### src/rtl/cic_pkg.sv
// Shared types, saturation limits and rounding helper for the CIC comb chain.
// Optional output rounding/saturation is enabled with the CIC_COMB_ROUND_EN macro.
package cic_pkg;

  localparam int CIC_IN_WIDTH  = 64;
  localparam int CIC_OUT_WIDTH = 24;
  // Widest word the helper functions can describe; IN_WIDTH must not exceed it.
  localparam int CIC_MAX_W     = 128;

  typedef logic signed [CIC_IN_WIDTH-1:0] cic_sample_t;

  localparam logic signed [CIC_OUT_WIDTH-1:0] CIC_SAT_MAX = {1'b0, {(CIC_OUT_WIDTH-1){1'b1}}};
  localparam logic signed [CIC_OUT_WIDTH-1:0] CIC_SAT_MIN = {1'b1, {(CIC_OUT_WIDTH-1){1'b0}}};

  function automatic logic [CIC_MAX_W-1:0] cic_sat_max(input int out_w);
    return (CIC_MAX_W'(1) << (out_w - 1)) - CIC_MAX_W'(1);
  endfunction

  function automatic logic [CIC_MAX_W-1:0] cic_sat_min(input int out_w);
    return ~cic_sat_max(out_w);
  endfunction

  // Half an output LSB expressed in input-word units; zero when no bits are dropped.
  function automatic logic [CIC_MAX_W-1:0] cic_round_offset(input int in_w, input int out_w);
    if (in_w <= out_w) begin
      return '0;
    end
    return CIC_MAX_W'(1) << (in_w - out_w - 1);
  endfunction

endpackage

### src/rtl/cic_comb_stage.sv
// One registered comb stage y = x - x_c[n-M] with a separate M-deep history per channel.
// Valid bit and channel tag travel alongside the data; clear drops history and in-flight samples.
module cic_comb_stage
  import cic_pkg::*;
#(
  parameter int IN_WIDTH   = 64,
  parameter int DIFF_DELAY = 1,
  parameter int CHANNELS   = 2,
  parameter int CHAN_W     = 1
) (
  input  logic                clock,
  input  logic                reset,
  input  logic                clear,
  input  logic                in_valid,
  input  logic [CHAN_W-1:0]   in_chan,
  input  logic [IN_WIDTH-1:0] in_data,
  output logic                out_valid,
  output logic [CHAN_W-1:0]   out_chan,
  output logic [IN_WIDTH-1:0] out_data
);

  logic [IN_WIDTH-1:0] hist_q [CHANNELS][DIFF_DELAY];
  logic                valid_q;
  logic [CHAN_W-1:0]   chan_q;
  logic [IN_WIDTH-1:0] data_q;

  logic [CHANNELS-1:0] hit;
  logic [IN_WIDTH-1:0] oldest;
  logic [IN_WIDTH-1:0] data_d;

  // Channel select by equality compare so an out-of-range tag never indexes the array.
  always_comb begin
    hit    = '0;
    oldest = '0;
    for (int c = 0; c < CHANNELS; c++) begin
      if (in_valid && (in_chan == CHAN_W'(c))) begin
        hit[c] = 1'b1;
        oldest = hist_q[c][DIFF_DELAY-1];
      end
    end
    data_d = in_data - oldest;
  end

  always_ff @(posedge clock or posedge reset) begin
    if (reset) begin
      for (int c = 0; c < CHANNELS; c++) begin
        for (int i = 0; i < DIFF_DELAY; i++) begin
          hist_q[c][i] <= '0;
        end
      end
      valid_q <= 1'b0;
      chan_q  <= '0;
      data_q  <= '0;
    end else if (clear) begin
      for (int c = 0; c < CHANNELS; c++) begin
        for (int i = 0; i < DIFF_DELAY; i++) begin
          hist_q[c][i] <= '0;
        end
      end
      valid_q <= 1'b0;
    end else begin
      valid_q <= in_valid;
      if (in_valid) begin
        chan_q <= in_chan;
        data_q <= data_d;
      end
      for (int c = 0; c < CHANNELS; c++) begin
        if (hit[c]) begin
          hist_q[c][0] <= in_data;
          for (int i = 1; i < DIFF_DELAY; i++) begin
            hist_q[c][i] <= hist_q[c][i-1];
          end
        end
      end
    end
  end

  assign out_valid = valid_q;
  assign out_chan  = chan_q;
  assign out_data  = data_q;

endmodule

### src/rtl/cic_comb_chain.sv
// Time-multiplexed multi-stage CIC comb section followed by output scaling.
// Define CIC_COMB_ROUND_EN for round-half-up with positive saturation (one extra cycle of latency).
module cic_comb_chain
  import cic_pkg::*;
#(
  parameter int IN_WIDTH   = 64,
  parameter int OUT_WIDTH  = 24,
  parameter int STAGES     = 5,
  parameter int DIFF_DELAY = 1,
  parameter int CHANNELS   = 2,
  parameter int CHAN_W     = 1
) (
  input  logic                 clock,
  input  logic                 reset,
  input  logic                 clear,
  input  logic                 in_strobe,
  input  logic [CHAN_W-1:0]    in_chan,
  input  logic [IN_WIDTH-1:0]  in_data,
  output logic                 out_strobe,
  output logic [CHAN_W-1:0]    out_chan,
  output logic [OUT_WIDTH-1:0] out_data
);

  // Strobe semantics: a sample is accepted on any cycle its strobe is high (no
  // backpressure); out_chan/out_data are meaningful only with out_strobe and hold otherwise.
  localparam logic [CHAN_W:0] CH_LIMIT = (CHAN_W+1)'(CHANNELS);

  logic [STAGES:0]     v_w;
  logic [CHAN_W-1:0]   c_w [STAGES+1];
  logic [IN_WIDTH-1:0] d_w [STAGES+1];

  // Samples tagged with a channel that does not exist never enter the pipeline.
  assign v_w[0] = in_strobe && ({1'b0, in_chan} < CH_LIMIT);
  assign c_w[0] = in_chan;
  assign d_w[0] = in_data;

  for (genvar g = 0; g < STAGES; g++) begin : g_stage
    cic_comb_stage #(
      .IN_WIDTH  (IN_WIDTH),
      .DIFF_DELAY(DIFF_DELAY),
      .CHANNELS  (CHANNELS),
      .CHAN_W    (CHAN_W)
    ) u_stage (
      .clock    (clock),
      .reset    (reset),
      .clear    (clear),
      .in_valid (v_w[g]),
      .in_chan  (c_w[g]),
      .in_data  (d_w[g]),
      .out_valid(v_w[g+1]),
      .out_chan (c_w[g+1]),
      .out_data (d_w[g+1])
    );
  end

`ifdef CIC_COMB_ROUND_EN
  localparam logic [IN_WIDTH-1:0]  ROUND_OFF = IN_WIDTH'(cic_round_offset(IN_WIDTH, OUT_WIDTH));
  localparam logic [OUT_WIDTH-1:0] SAT_MAX   = OUT_WIDTH'(cic_sat_max(OUT_WIDTH));

  logic [IN_WIDTH-1:0]  rounded;
  logic                 overflow;
  logic [OUT_WIDTH-1:0] data_d;
  logic                 strobe_q;
  logic [CHAN_W-1:0]    chan_q;
  logic [OUT_WIDTH-1:0] data_q;

  // Adding a positive offset can only overflow upward: non-negative in, negative out.
  always_comb begin
    rounded  = d_w[STAGES] + ROUND_OFF;
    overflow = !d_w[STAGES][IN_WIDTH-1] && rounded[IN_WIDTH-1];
    data_d   = overflow ? SAT_MAX : rounded[IN_WIDTH-1 -: OUT_WIDTH];
  end

  always_ff @(posedge clock or posedge reset) begin
    if (reset) begin
      strobe_q <= 1'b0;
      chan_q   <= '0;
      data_q   <= '0;
    end else if (clear) begin
      strobe_q <= 1'b0;
    end else begin
      strobe_q <= v_w[STAGES];
      if (v_w[STAGES]) begin
        chan_q <= c_w[STAGES];
        data_q <= data_d;
      end
    end
  end

  assign out_strobe = strobe_q;
  assign out_chan   = chan_q;
  assign out_data   = data_q;
`else
  // The last stage register already holds its value between samples.
  assign out_strobe = v_w[STAGES];
  assign out_chan   = c_w[STAGES];
  assign out_data   = d_w[STAGES][IN_WIDTH-1 -: OUT_WIDTH];
`endif

endmodule

### config.mk
export PLATFORM = sky130hd
export DESIGN_NAME = cic_comb_chain
export DESIGN_NICKNAME = d
export VERILOG_FILES = /design/src/rtl/cic_pkg.sv /design/src/rtl/cic_comb_stage.sv /design/src/rtl/cic_comb_chain.sv
export SDC_FILE = /design/constraint.sdc
export NUM_CORES = 2
export LEC_CHECK = 0
export ABC_AREA = 1
export CORE_MARGIN = 8
export CORE_UTILIZATION = 26
export CTS_CLUSTER_SIZE = 28
export DETAILED_ROUTE_END_ITERATION = 8
export GPL_TIMING_DRIVEN = 0
export HOLD_SLACK_MARGIN = 0.02
export PLACE_DENSITY = 0.47
export SYNTH_ARGS = -nofsm -noshare
export SYNTH_HDL_FRONTEND = slang
export SYNTH_SLANG_ARGS = --single-unit
### constraint.sdc
create_clock -name clock -period 76.1 [get_ports clock]
set_input_delay 15.22 -clock clock [delete_from_list [all_inputs] [get_ports clock]]
set_output_delay 15.22 -clock clock [all_outputs]
set_load 0.005 [all_outputs]
Yosys cells after proc, flatten, opt, wreduce, memory -nomap -nowiden. Index checks and enable logic that the tools add are counted.

$add $sub $neg: 5. Eq/ne operators: 0. Multipliers: 0. Reduce and logical (&&, ||, !) cells: 25. Div/mod/pow operators: 0. Multiplexer cells: 40. Magnitude comparators: 0. Shift-type cells: 0. Bitwise gates (word level): 6.

Operator list (number): 64-bit two-way mux (20); 128-bit two-way mux (5); 64-bit subtractor (5); 2-bit nonzero test (10); 1-bit two-way mux (15); 1-bit logical AND (10); 2-bit AND reduction (5); 1-bit inverter (6).

Output and inout port bits: 26. Bits in writable memories: 0. Memories: 0. Bits of input ports: 69. Word-level logic and storage cells: 101. Register bits: 970. Memory bits (read-only): 0. Bits in latches: 0.

Logic depth before layout (Yosys ltp).
Depth after elaboration: 5. Gate-level depth with buffers: 22. Depth with buffers taken out: 21.

Hierarchy. From an unflattened synthesis, not the netlist that was laid out.

Cell total of the unflattened synthesis: 10953. Area total of the unflattened synthesis: 69898.3 um2.

Modules (own cells, without submodules): cic_comb_stage (g_stage[2].u_stage ...) (cells each 2189, area an instance 13934.6 um2, times used 3, sequential area each 4854.7 um2); cic_comb_stage (g_stage[0].u_stage) (cells each 2193, area an instance 14082.3 um2, times used 1, sequential area each 4854.7 um2); cic_comb_stage (g_stage[1].u_stage) (cells each 2193, area an instance 14012.2 um2, times used 1, sequential area each 4854.7 um2).

Worst setup path after synthesis. OpenSTA, ideal clock, no wires.

Kind: input to register. Start point: in in_strobe. End point: reg g_stage[0].u_stage.data_q[32]. Buffers on the path: 2. Library setup time: 0.128 ns. Slack: 58.356 ns. Required time: 75.972 ns. Stages on the path: 19. Arrival: 17.616 ns. Cell sequence: inv_1 -> or2_2 -> clkbuf_1 -> clkbuf_1 -> o22ai_1 -> ha_1 -> inv_1 -> fa_1 -> nand3_1 -> nand2_1 -> nand2_1 -> nand3_2 -> nand3_1 -> nand3_2 -> nand2_1 -> nand2_1 -> or2_1 -> nand3_1 -> o21ai_1.

Cells in the longest elaborated chain, start to end: 4. Elaborated cells between the ends (all ways): 6. Those cells by class: add/sub (1); mux (2); reduce/logical (3).

RTL lines: start, declared (RTL line cic_comb_chain.sv:16) `input logic in_strobe,`; 1-bit logical AND (RTL line cic_comb_stage.sv:36) `if (in_valid && (in_chan == CHAN_W'(c))) begin`; 64-bit two-way mux (2 in a row) (RTL line cic_comb_stage.sv:36); 64-bit subtractor (RTL line cic_comb_stage.sv:41) `data_d = in_data - oldest;`; end signal, assigned (RTL line cic_comb_stage.sv:65) `data_q <= data_d;`; end, declared (RTL line cic_comb_stage.sv:25) `logic [IN_WIDTH-1:0] data_q;`.

Parallel ways exist; a longest one is shown, timed or not. A chain may end at the register's enable or synchronous reset.

Worst setup path in the final report.
Start point: in in_chan. End point: reg g_stage[0].u_stage.data_q[56].

Cells in the longest elaborated chain, start to end: 5. Elaborated cells between the ends (all ways): 6. Those cells by class: add/sub (1); mux (2); bitwise (1); reduce/logical (2).

RTL lines: start, declared (RTL line cic_comb_chain.sv:17) `input logic [CHAN_W-1:0] in_chan,`; 1-bit inverter (RTL line cic_comb_stage.sv:36); 1-bit logical AND (RTL line cic_comb_stage.sv:36); 64-bit two-way mux (RTL line cic_comb_stage.sv:36); 64-bit two-way mux * (RTL line cic_comb_stage.sv:36); 64-bit subtractor * (RTL line cic_comb_stage.sv:41).

Every way passes the cells marked *; elsewhere a longest branch is shown, timed or not.

==> run summary <==
The run finished with clean final reports. The critical path is of the primary input to register type. The number of distinct library cells after synthesis is 51. Once layout is complete, the cells apart from fillers number 12420. The smallest setup slack after layout came out at 56.88 ns.

The instance count after placement with tap cells included is 12210. After detailed routing, the total wire length is 247700 um. The total leakage power is 31.32 nW. The min-delay analysis places its worst path in the category register to register.

The synthesized area per cell came out at 7.014 um2. The net count after synthesis is 9313. The number of fillers in the final layout came out at 26720. The area of all placed cells without fillers is 71520 um2.

The placeable core area is 240100 um2. The accumulated negative setup slack is 0 ns. Sequential cells were found to cover 37.17% of the synthesized design area. Setup repair after global routing left no endpoint under its margin. The post-synthesis simple-gate area fraction came out at 22.42%. The post-synthesis share of cell area spent on full adders, half adders and majority gates came out at 6.403%. The first TritonRoute pass finished after 6 iterations. In this run the worst path has a maximum fanout of 10. After detailed routing, the number of vias per cell comes to 4.881. The number of clock buffers inserted by TritonCTS is 110. Of all flip-flops after synthesis, the portion carrying an async set or reset was 100.0%. The number of storage elements in the synthesis netlist came out at 930. Compared with the post-synthesis result, the final layout area differs by 14.23%. In the final layout, flip-flops and latches occupy 23270 um2. The post-synth design cell area is 62610 um2.

The global-route track usage on met1 is 22.26%. Timing would allow up to 0.05202 GHz. The maximum number of pins on one net before global-route repair came out at 125.

The final critical-path share of the clock period is 25.26%. The final hold slack came out at 0.4790 ns. The number of synthesized flops with an enable pin is 0. The total number of vias came out at 60600. Yosys attributes the largest share of cell area to sky130_fd_sc_hd__dfrtp_1 (37%), sky130_fd_sc_hd__inv_1 (12%), sky130_fd_sc_hd__nand2_1 (9.1%), sky130_fd_sc_hd__ha_1 (6.3%), sky130_fd_sc_hd__nand3_1 (6.0%). On the final layout, the worst clock skew is 0.07075 ns.

The final weighted congestion in routability-driven placement is 0.9554. The detailed placer's ending HPWL is 201500 um. The power per cell area came out at 31.76 nW/um2. The leading cell type in the layout, fill and taps excluded is sky130_fd_sc_hd__inv_1. The peak supply drop is 0.00002190 V.

Cells with a size suffix above 1 make up 5.159% of the layout. The library cell with the largest summed area after synthesis is sky130_fd_sc_hd__dfrtp_1. The max-slew violation count was 0.

After synthesis, the largest family of logic cells by area is simple AND/OR/NAND/NOR gates. The gate count after technology mapping is 8926. The number of global-route vias before repair is 60780. The number of remaining DRC errors came out at 0. The number of gates resized after CTS was 0. The total power consumption of the routed design is 2.271 mW.

The H-tree was split into 3 levels. The total global-route track usage came out at 18.65%. The detailed router finished its first iteration with 4213 violations. The fraction of synthesized area in multiplexers came out at 0%. The number of sinks driven by the clock tree is 930. The worst setup path is captured at a register. The die outline width is 506.7 um. For the pin with the worst max-slew slack, the measured transition is 1.287 ns. The number of warnings issued by yosys is 0.

The full die area came out at 256800 um2. The xor and xnor area share after synthesis is 1.091%. The first global-routing pass estimated 373700 um of wire. Counting I/O delays and the setup requirement, the final critical path takes 19.22 ns.

The quantity of hold-fixing buffers added after cts is 0. The starting density of the core came out at 26.08%. The clock latency on the worst-skew pair came out at 0.79 ns. The final net count is 9526. Summing all multi-input logic gate instances after layout gives 30550 um2. The total I/O pin count is 95. The average wire per cell in the routed design came out at 19.95 um. The post-detailed-placement cell area is 67750 um2. met2 is the most crowded layer. The count of buffers added by post-CTS timing repair for setup is 0. The count of endpoints failing hold in the final timing report is 0. The die is 506.7 um tall. The maximum buffer depth of the clock tree came out at 3. Headroom to the max-slew limit came out at 14.21%. Port buffering added 93 buffers. The floorplan has 180 rows. In the layout the commonest cells are sky130_fd_sc_hd__inv_1 (1927), sky130_fd_sc_hd__nand2_1 (1525), sky130_fd_sc_hd__dfrtp_1 (930). The clock tree from TritonCTS is done. The residual overflow from global routing is 0.

For met2 alone, demand over resource in global routing was 34.05%. The initial antenna violation count came out at 4. The total of max-cap violations is 0. The data arrival time at the worst-slack endpoint came out at 19.90 ns. CTS placed an instance of sky130_fd_sc_hd__clkbuf_16 at the clock tree root. The dominant register cell in the synthesized netlist is sky130_fd_sc_hd__dfrtp_1. The met3 track utilization from global routing is 1.821%. The detail route stage leaves a number of antenna-violating nets equal to 0. The utilization of the core after routing came out at 29.79%. The required arrival time at the worst endpoint is 76.77 ns. OpenSTA, run right after detailed placement, puts the worst setup slack at 56.26 ns.

The clock input transition at the sequential cells of the worst setup and hold paths came out at 0.06 ns. Setup violations remaining at the end of the flow were counted as 0. The proportion of netlist area held by the largest area contributor is 37.17%. The area fraction in compound gates after synthesis came out at 18.89%. The worst setup path is launched from a primary input.
[metal layers]
layer	up-vias	share of wire [%]
met5	-	0
met4	0	5.0
met3	415	3.4
met2	1433	50
met1	29280	42
li1	29460	-
[cells in the mapped netlist, drive strengths merged, types with 4 or more instances]
| cell | number |
|---|---|
| inv | 1949 |
| nand2 | 1551 |
| dfrtp | 930 |
| o21ai | 776 |
| nand3 | 773 |
| nor2 | 769 |
| o22ai | 526 |
| a21oi | 463 |
| ha | 314 |
| clkbuf | 199 |
| buf | 130 |
| o32ai | 119 |
| nor3 | 89 |
| xor2 | 57 |
| o21bai | 53 |
| a21o | 36 |
| or2 | 33 |
| a31oi | 27 |
| nand4 | 27 |
| xnor2 | 21 |
| nand3b | 17 |
| o21a | 16 |
| a21boi | 13 |
| and3 | 12 |
| nor4 | 10 |
| a211oi | 4 |
| fa | 4 |
| o211ai | 4 |
[cells by family after synthesis]
family | Yosys count
compound gates | 2039
xor+xnor | 78
fa+ha+maj | 318
buf+inv | 2279
flops | 930
simple gates | 3282
[path summary, 6_finish.rpt]
check / start / end / slack (ns) / cells after the start
min in group asynchronous: reset / g_stage[3].u_stage.hist_q[5]$_DFFE_PP0P_ / 14.88 / 2
worst max-delay path: in_chan / g_stage[0].u_stage.out_data[56]$_DFFE_PP0P_ / 56.88 / 16
worst min-delay path: g_stage[4].u_stage.out_chan$_DFFE_PP0P_ / g_stage[4].u_stage.out_chan$_DFFE_PP0P_ / 0.48 / 2
worst min register to register: g_stage[4].u_stage.out_chan$_DFFE_PP0P_ / g_stage[4].u_stage.out_chan$_DFFE_PP0P_ / 0.48 / 2
worst max register to register: g_stage[3].u_stage.out_chan$_DFFE_PP0P_ / g_stage[4].u_stage.out_data[54]$_DFFE_PP0P_ / 71.34 / 19
max in group asynchronous: reset / g_stage[1].u_stage.hist_q[108]$_DFFE_PP0P_ / 59.17 / 5
[layout make-up]
type	count	area share (%)
clock buffer	149	4.365
buffer	329	2.045
multi-input combinational	5717	42.72
sequential	930	32.54
antenna	4	0.01400
timing repair buffer	101	1.610
clock inverter	50	0.8870
tap	3185	5.572
inverter	1950	10.24
[state kept, by name, summed over array words and instances, names as in the netlist]
| register | count |
|---|---|
| g_stage.u_stage.out_data | 280 |
| g_stage.u_stage.hist_q | 640 |
| g_stage.u_stage.out_chan | 5 |
| g_stage.u_stage.out_valid | 5 |
[worst max-delay path, stage by stage]
cell and delay [ns]:
sky130_fd_sc_hd__clkdlybuf4s50_1 0.53, sky130_fd_sc_hd__or2_2 0.14, sky130_fd_sc_hd__clkbuf_1 0.92, sky130_fd_sc_hd__clkbuf_1 0.49, sky130_fd_sc_hd__o22ai_1 0.13, sky130_fd_sc_hd__inv_1 0.09, sky130_fd_sc_hd__ha_1 0.30, sky130_fd_sc_hd__a21oi_1 0.34
sky130_fd_sc_hd__o21ai_0 0.22, sky130_fd_sc_hd__a21oi_1 0.36, sky130_fd_sc_hd__o21ai_0 0.25, sky130_fd_sc_hd__a21oi_1 0.30, sky130_fd_sc_hd__nand2_1 0.09, sky130_fd_sc_hd__nand2_1 0.06, sky130_fd_sc_hd__nand3_1 0.26, sky130_fd_sc_hd__nand2_1 0.14
[report_power, final]
part	total [mW]	leakage (nW)	internal, mW	switching [mW]
Combinational	1.07	17.0	0.331	0.737
Sequential	0.649	12.4	0.562	0.0872
Clock	0.554	1.83	0.320	0.235
Power figures use the tool's default switching activity.
